**src/rtl/quad_input_conditioner_if.sv**
```systemverilog
// Signal bundle between the rotary-encoder GPIO pins and the quadrature conditioner.
// The master drives the raw pins; the slave returns conditioned levels and strobes.
interface quad_input_conditioner_if #(
  parameter int unsigned ERR_W = 8
) ();
  logic             quad_a_raw;
  logic             quad_b_raw;
  logic             sw_raw;
  logic             quad_a;
  logic             quad_b;
  logic             step_up;
  logic             step_down;
  logic             sw_level;
  logic             sw_pressed;
  logic             illegal;
  logic [ERR_W-1:0] illegal_count;

  modport master (
    output quad_a_raw, quad_b_raw, sw_raw,
    input  quad_a, quad_b, step_up, step_down, sw_level, sw_pressed, illegal, illegal_count
  );

  modport slave (
    input  quad_a_raw, quad_b_raw, sw_raw,
    output quad_a, quad_b, step_up, step_down, sw_level, sw_pressed, illegal, illegal_count
  );
endinterface

```
**src/rtl/quad_input_conditioner.sv**
```systemverilog
// Synchronises and debounces encoder A/B and push-switch, then decodes Gray-code steps.
// The decoder stays disarmed for a startup window so a non-00 resting position is not a step.
module quad_input_conditioner #(
  parameter int unsigned SYNC_STAGES     = 2,
  parameter int unsigned DEBOUNCE_CYCLES = 1000,
  parameter int unsigned ERR_W           = 8
) (
  input logic                     clk,
  input logic                     resetn,
  quad_input_conditioner_if.slave cond_if
);

  localparam int unsigned CntW        = $clog2(DEBOUNCE_CYCLES + 1);
  localparam int unsigned StartCycles = SYNC_STAGES + DEBOUNCE_CYCLES + 1;
  localparam int unsigned StartW      = $clog2(StartCycles + 1);
  // Channel 0 = A, 1 = B, 2 = switch; the switch idles high so its path resets to 1.
  localparam logic [2:0] ChanRst = 3'b100;

  logic [2:0] raw;
  logic [2:0] deb;

  assign raw = {cond_if.sw_raw, cond_if.quad_b_raw, cond_if.quad_a_raw};

  for (genvar c = 0; c < 3; c++) begin : g_chan
    logic [SYNC_STAGES-1:0] sync_q, sync_d;
    logic [CntW-1:0]        cnt_q, cnt_d;
    logic                   deb_q, deb_d;

    always_comb begin
      sync_d = {sync_q[SYNC_STAGES-2:0], raw[c]};
      cnt_d  = '0;
      deb_d  = deb_q;
      if (sync_q[SYNC_STAGES-1] != deb_q) begin
        if (cnt_q == CntW'(DEBOUNCE_CYCLES - 1)) begin
          deb_d = ~deb_q;
        end else begin
          cnt_d = cnt_q + 1'b1;
        end
      end
    end

    always_ff @(posedge clk or negedge resetn) begin
      if (!resetn) begin
        sync_q <= {SYNC_STAGES{ChanRst[c]}};
        cnt_q  <= '0;
        deb_q  <= ChanRst[c];
      end else begin
        sync_q <= sync_d;
        cnt_q  <= cnt_d;
        deb_q  <= deb_d;
      end
    end

    assign deb[c] = deb_q;
  end

  logic [StartW-1:0] start_q, start_d;
  logic              armed;
  logic [1:0]        cur_ab;
  logic [1:0]        prev_ab_q, prev_ab_d;
  logic              fwd, rev, both;
  logic              sw_level;
  logic              sw_prev_q, sw_prev_d;
  logic              step_up_q, step_up_d;
  logic              step_down_q, step_down_d;
  logic              illegal_q, illegal_d;
  logic              sw_pressed_q, sw_pressed_d;
  logic [ERR_W-1:0]  err_cnt_q, err_cnt_d;

  assign cur_ab   = {deb[0], deb[1]};
  assign armed    = (start_q == StartW'(StartCycles));
  assign sw_level = ~deb[2];

  always_comb begin
    start_d   = armed ? start_q : start_q + 1'b1;
    prev_ab_d = cur_ab;
    sw_prev_d = sw_level;
    fwd       = 1'b0;
    rev       = 1'b0;
    // Clockwise walks 00->10->11->01->00; the reverse walk is counter-clockwise.
    case ({prev_ab_q, cur_ab})
      4'b0010, 4'b1011, 4'b1101, 4'b0100: fwd = 1'b1;
      4'b0001, 4'b0111, 4'b1110, 4'b1000: rev = 1'b1;
      default: ;
    endcase
    both         = &(prev_ab_q ^ cur_ab);
    step_up_d    = armed & fwd;
    step_down_d  = armed & rev;
    illegal_d    = armed & both;
    sw_pressed_d = armed & sw_level & ~sw_prev_q;
    err_cnt_d    = err_cnt_q;
    if (illegal_d && (err_cnt_q != '1)) begin
      err_cnt_d = err_cnt_q + 1'b1;
    end
  end

  always_ff @(posedge clk or negedge resetn) begin
    if (!resetn) begin
      start_q      <= '0;
      prev_ab_q    <= '0;
      sw_prev_q    <= 1'b0;
      step_up_q    <= 1'b0;
      step_down_q  <= 1'b0;
      illegal_q    <= 1'b0;
      sw_pressed_q <= 1'b0;
      err_cnt_q    <= '0;
    end else begin
      start_q      <= start_d;
      prev_ab_q    <= prev_ab_d;
      sw_prev_q    <= sw_prev_d;
      step_up_q    <= step_up_d;
      step_down_q  <= step_down_d;
      illegal_q    <= illegal_d;
      sw_pressed_q <= sw_pressed_d;
      err_cnt_q    <= err_cnt_d;
    end
  end

  assign cond_if.quad_a        = deb[0];
  assign cond_if.quad_b        = deb[1];
  assign cond_if.step_up       = step_up_q;
  assign cond_if.step_down     = step_down_q;
  assign cond_if.sw_level      = sw_level;
  assign cond_if.sw_pressed    = sw_pressed_q;
  assign cond_if.illegal       = illegal_q;
  assign cond_if.illegal_count = err_cnt_q;

endmodule

```
**src/flat_wrapper.sv**
```systemverilog
// flat-port wrapper written by rule: the top's interface ports become plain ports
module quad_input_conditioner_flat 
#(
  parameter int unsigned SYNC_STAGES     = 2,
  parameter int unsigned DEBOUNCE_CYCLES = 1000,
  parameter int unsigned ERR_W           = 8
)
  (clk, resetn, cond_if_quad_a_raw, cond_if_quad_b_raw, cond_if_sw_raw, cond_if_quad_a, cond_if_quad_b, cond_if_step_up, cond_if_step_down, cond_if_sw_level, cond_if_sw_pressed, cond_if_illegal, cond_if_illegal_count);
  quad_input_conditioner_if #(.ERR_W(ERR_W)) cond_if_i ();
  input logic clk;
  input logic resetn;
  input wire logic [$bits(cond_if_i.quad_a_raw)-1:0] cond_if_quad_a_raw;
  input wire logic [$bits(cond_if_i.quad_b_raw)-1:0] cond_if_quad_b_raw;
  input wire logic [$bits(cond_if_i.sw_raw)-1:0] cond_if_sw_raw;
  output wire logic [$bits(cond_if_i.quad_a)-1:0] cond_if_quad_a;
  output wire logic [$bits(cond_if_i.quad_b)-1:0] cond_if_quad_b;
  output wire logic [$bits(cond_if_i.step_up)-1:0] cond_if_step_up;
  output wire logic [$bits(cond_if_i.step_down)-1:0] cond_if_step_down;
  output wire logic [$bits(cond_if_i.sw_level)-1:0] cond_if_sw_level;
  output wire logic [$bits(cond_if_i.sw_pressed)-1:0] cond_if_sw_pressed;
  output wire logic [$bits(cond_if_i.illegal)-1:0] cond_if_illegal;
  output wire logic [$bits(cond_if_i.illegal_count)-1:0] cond_if_illegal_count;
  assign cond_if_i.quad_a_raw = cond_if_quad_a_raw;
  assign cond_if_i.quad_b_raw = cond_if_quad_b_raw;
  assign cond_if_i.sw_raw = cond_if_sw_raw;
  assign cond_if_quad_a = cond_if_i.quad_a;
  assign cond_if_quad_b = cond_if_i.quad_b;
  assign cond_if_step_up = cond_if_i.step_up;
  assign cond_if_step_down = cond_if_i.step_down;
  assign cond_if_sw_level = cond_if_i.sw_level;
  assign cond_if_sw_pressed = cond_if_i.sw_pressed;
  assign cond_if_illegal = cond_if_i.illegal;
  assign cond_if_illegal_count = cond_if_i.illegal_count;
  quad_input_conditioner #(.SYNC_STAGES(SYNC_STAGES), .DEBOUNCE_CYCLES(DEBOUNCE_CYCLES), .ERR_W(ERR_W)) u_core (.clk(clk), .resetn(resetn), .cond_if(cond_if_i));
endmodule
```
**config.mk**
```make
export PLATFORM = sky130hd
export DESIGN_NAME = quad_input_conditioner_flat
export DESIGN_NICKNAME = d
export VERILOG_FILES = /design/src/rtl/quad_input_conditioner_if.sv /design/src/rtl/quad_input_conditioner.sv /design/src/flat_wrapper.sv
export SDC_FILE = /design/constraint.sdc
export NUM_CORES = 1
export LEC_CHECK = 0
export ABC_AREA = 1
export BUFFER_PORTS_ARGS = -buffer_cell sky130_fd_sc_hd__buf_4
export CORE_UTILIZATION = 35
export DETAILED_ROUTE_END_ITERATION = 6
export GPL_TIMING_DRIVEN = 0
export HOLD_SLACK_MARGIN = 0.06
export SLEW_MARGIN = 20
export SYNTH_ARGS = -nofsm -noshare
export SYNTH_HDL_FRONTEND = slang
export SYNTH_SLANG_ARGS = --single-unit
```
**constraint.sdc**
```tcl
create_clock -name clk -period 1.25 [get_ports clk]
set_input_delay 0.375 -clock clk [delete_from_list [all_inputs] [get_ports clk]]
set_output_delay 0.375 -clock clk [all_outputs]
set_load 0.01 [all_outputs]
```
==> impl_metrics.json <==
{
  "outcome": "finished with violations",
  "violations": "negative setup slack",
  "dr.pass1.iters": 5,
  "vias_in_the_first_global_route": 2304,
  "max_stage_delay_ns": 0.54,
  "seq_cell_area_um2": 1617,
  "startpoint_type": "flip-flop",
  "number_of_antenna_repair_diodes": 0,
  "finalWorstPathRequiredPeriod_ns": 1.410,
  "hold_class": "primary input to async pin",
  "initial_core_util": 0.3598,
  "drcViolationCount": 0,
  "setup_slack_ns": -0.1599,
  "clk-insertion-delay-late_ns": 0.34,
  "cts.path.max_buffers": 2,
  "route.antenna.remaining_nets": 0,
  "reg2regPathDepth": 7,
  "dpl_hpwl_um": 3692,
  "pre_cts_slack_ns": -0.2360,
  "synth_fp_nets": 364,
  "vias": 2477,
  "drt-vias-per-instance": 4.630,
  "mostFrequentLayoutCell": "sky130_fd_sc_hd__nand2_1",
  "power.switching_fraction": 0.2309,
  "fillCellCount": 817,
  "max-cap-violations": 0,
  "avgRoutedWirePerCell_um": 11.62,
  "p_int_mw": 3.149,
  "timing.hold.ws_ns": 0.1249,
  "power.leakage_nw": 2.010,
  "maxSlewViolCount": 0,
  "grt_antenna_before_repair": 0,
  "grt_first_pass_wirelength_um": 9956,
  "numPortBuffers": 19,
  "area_growth_pct": 37.29,
  "route.final.wire_length_um": 6218,
  "multi_input_comb_area_um2": 1672,
  "worst-r2r-setup-slack_ns": -0.15,
  "drive_gt1_frac": 0.3934,
  "seq_area_frac_synth": 0.5167,
  "detailed_place.area_um2": 3405,
  "final_area_um2": 4265,
  "timing.setup.critical_path_class": "flip-flop to primary output",
  "post_synth_num_cell_types": 29,
  "worstPathArrival_ns": 1.03,
  "number_of_nets_at_the_end_of_the_flow": 432,
  "pin_count_of_the_biggest_net_entering_global_routing": 65,
  "clkSlewWorstSetupHoldPaths_ns": 0.07,
  "clock_power_share": 0.434,
  "fin_worst_skew_ns": 0.006897,
  "ioPinCount": 20,
  "p_per_area_nw_per_um2": 959.8,
  "grt.total_usage": 0.1412,
  "setup_viol_count_final": 28,
  "drtIter0Drc": 63,
  "critical_path.cell_chain": "inv_2 > buf_6",
  "power_frac_comb": 0.045,
  "fp.dieW_um": 96.22,
  "synth.cell_area_um2": 3107,
  "post-route-util": 0.4939,
  "layout.cells.most_common_list": "sky130_fd_sc_hd__nand2_1 (85), sky130_fd_sc_hd__dfrtp_1 (52), sky130_fd_sc_hd__buf_4 (38)",
  "clk_root_buffer_cell": "sky130_fd_sc_hd__clkbuf_8",
  "floorplan.die_area_um2": 9257,
  "coreArea_um2": 8636,
  "timing_hold_violations_final": 0,
  "yosys_warns": 0,
  "cpMaxStageDelayCell": "sky130_fd_sc_hd__dfstp_2",
  "h_tree_lvl_count": 3,
  "ir_drop_mv": 0.5667,
  "p_sw_uw": 945.1,
  "postSynthRegisterBits": 64,
  "chipHeight_um": 96.22,
  "hold_buffers": 0,
  "tightestPinTransition_ns": 0.8025,
  "power.share.sequential": 0.522,
  "worst-endpoint-required_ns": 0.88,
  "gate_count_of_the_mapped_netlist": 354,
  "place.gp.congestion": 0.7518,
  "avg_synthesized_cell_area_um2": 8.776,
  "floorplan_row_count": 34,
  "critical_path.endpoint_type": "primary output",
  "timing.max_slew.rel_slack": 0.4650,
  "rsz0062_at_grt": "yes",
  "cp_max_fo": 2,
  "tritoncts_buffer_count": 9,
  "tritoncts": "yes",
  "grt-ovfl-total": 0,
  "ratio_of_final_minimum_period_to_clock_period": 1.128,
  "clkSinkCount": 64,
  "timing.fmax_ghz": 0.7093
}
[kinds of logic (layout without fill, tap and decap cells)]
| kind of cell | count (synthesis) | in the layout | synth area share |
|---|---|---|---|
| AO/OA/AOI/OAI | 12 | 12 | 0.02094 |
| buffers and inverters | 39 | 111 | 0.04953 |
| AND/OR/NAND/NOR | 213 | 214 | 0.3286 |
| adder cells (fa/ha/maj) | 5 | 5 | 0.02014 |
| XOR/XNOR | 21 | 21 | 0.06404 |
| flip-flops | 64 | 64 | 0.5167 |
[what timing repair did]
| item | in CTS | in global routing |
|---|---|---|
| gates cloned | 1 | 0 |
| pin swaps | 17 | 17 |
| gates resized for setup | 49 | 48 |
| buffers inserted | 24 | 14 |
| endpoints found under the setup margin | 53 | 61 |
[cell type report]
cell class                 instances  area share
timing repair buffer              56      0.1144
inverter                          38     0.03403
buffer                             1    0.002640
sequential                        64      0.3790
clock inverter                     5     0.01320
tap                              108     0.03168
clock buffer                      11     0.03315
multi-input combinational        252      0.3919
[critical path: cells and delay by family, from the launching register on]
kind | cells | cell delay, ns
flops | 1 | 0.54
buf+inv | 2 | 0.15
[power groups by stage]
stage / combinational, mW / clock [mW] / sequential, mW
2_1_floorplan: 0.0613 / 0 / 2.17
3_3_place_gp: 0.125 / 0 / 2.17
3_5_place_dp: 0.126 / 0 / 2.17
4_1_cts: 0.164 / 1.83 / 2.13
5_1_grt: 0.210 / 1.92 / 2.14
6_report: 0.182 / 1.78 / 2.14
[flip-flops by register name (all words and copies together) (netlist names)]
register,flops
u_core.cond_if.illegal,1
u_core.cond_if.illegal_count,8
u_core.cond_if.quad_a,1
u_core.cond_if.quad_b,1
u_core.cond_if.step_down,1
u_core.cond_if.step_up,1
u_core.cond_if.sw_pressed,1
u_core.g_chan.cnt_q,30
u_core.g_chan.deb_q,1
u_core.g_chan.sync_q,6
u_core.prev_ab_q,2
u_core.start_q,10
u_core.sw_prev_q,1
[through the flow]
stage,std cells,setup TNS (ns),power (mW)
after detailed placement,481,-5.145,2.301
after CTS,522,-1.348,4.130
after global routing,535,-5.234,4.265
after floorplan,354,-0.1357,2.229
after global placement,481,-4.383,2.298
final,535,-1.957,4.094
[Yosys cell counts]
library cell	count	area [µm²]
sky130_fd_sc_hd__nand2_1	96	360.4
sky130_fd_sc_hd__dfrtp_1	61	1526
sky130_fd_sc_hd__nor2_1	45	168.9
sky130_fd_sc_hd__inv_1	34	127.6
sky130_fd_sc_hd__nand3_1	31	155.2
sky130_fd_sc_hd__xor2_1	12	105.1
sky130_fd_sc_hd__nor3_1	10	50.05
sky130_fd_sc_hd__nor2_2	8	50.05
sky130_fd_sc_hd__xnor2_1	7	61.31
sky130_fd_sc_hd__a21oi_1	6	30.03
sky130_fd_sc_hd__nor2_4	6	67.56
sky130_fd_sc_hd__ha_1	5	62.56
sky130_fd_sc_hd__inv_2	4	15.01
sky130_fd_sc_hd__nor3b_1	4	30.03
sky130_fd_sc_hd__dfstp_2	3	78.83
sky130_fd_sc_hd__nand2_2	3	18.77
sky130_fd_sc_hd__nand3_2	3	30.03
sky130_fd_sc_hd__o21ai_0	3	15.01
sky130_fd_sc_hd__nand3_4	2	35.03
sky130_fd_sc_hd__xor2_2	2	32.53
sky130_fd_sc_hd__a21o_1	1	7.510
sky130_fd_sc_hd__buf_6	1	11.26
sky130_fd_sc_hd__nand2_4	1	11.26
sky130_fd_sc_hd__nand3b_1	1	7.510
sky130_fd_sc_hd__nand4_1	1	6.260
sky130_fd_sc_hd__nor2_8	1	20.02
sky130_fd_sc_hd__nor3_2	1	10.01
sky130_fd_sc_hd__o21ai_1	1	5.000
sky130_fd_sc_hd__o21bai_1	1	7.510
[path summary, 6_finish.rpt]
path / endpoint / from
min: u_core.g_chan[2].cnt_q[7] / resetn
min reg2reg: u_core.g_chan[0].sync_q[1] / u_core.g_chan[0].sync_q[0]
max reg2reg: u_core.cond_if.step_down / u_core.start_q[1]
max: cond_if_sw_level / u_core.g_chan[2].deb_q
max in group asynchronous: u_core.cond_if.quad_a / resetn
min in group clk: u_core.g_chan[1].sync_q[0] / cond_if_quad_b_raw
[layer usage]
layer | wire length, µm | track usage | vias to the layer above
met5 | 0 | 0 | -
met1 | 2733 | 0.1686 | 1187
li1 | - | - | 1248
met2 | 3161 | 0.2352 | 33
met4 | 81 | 0.05224 | 0
met3 | 241 | 0.04739 | 9
Note: power is estimated with default switching activity, not from simulation.
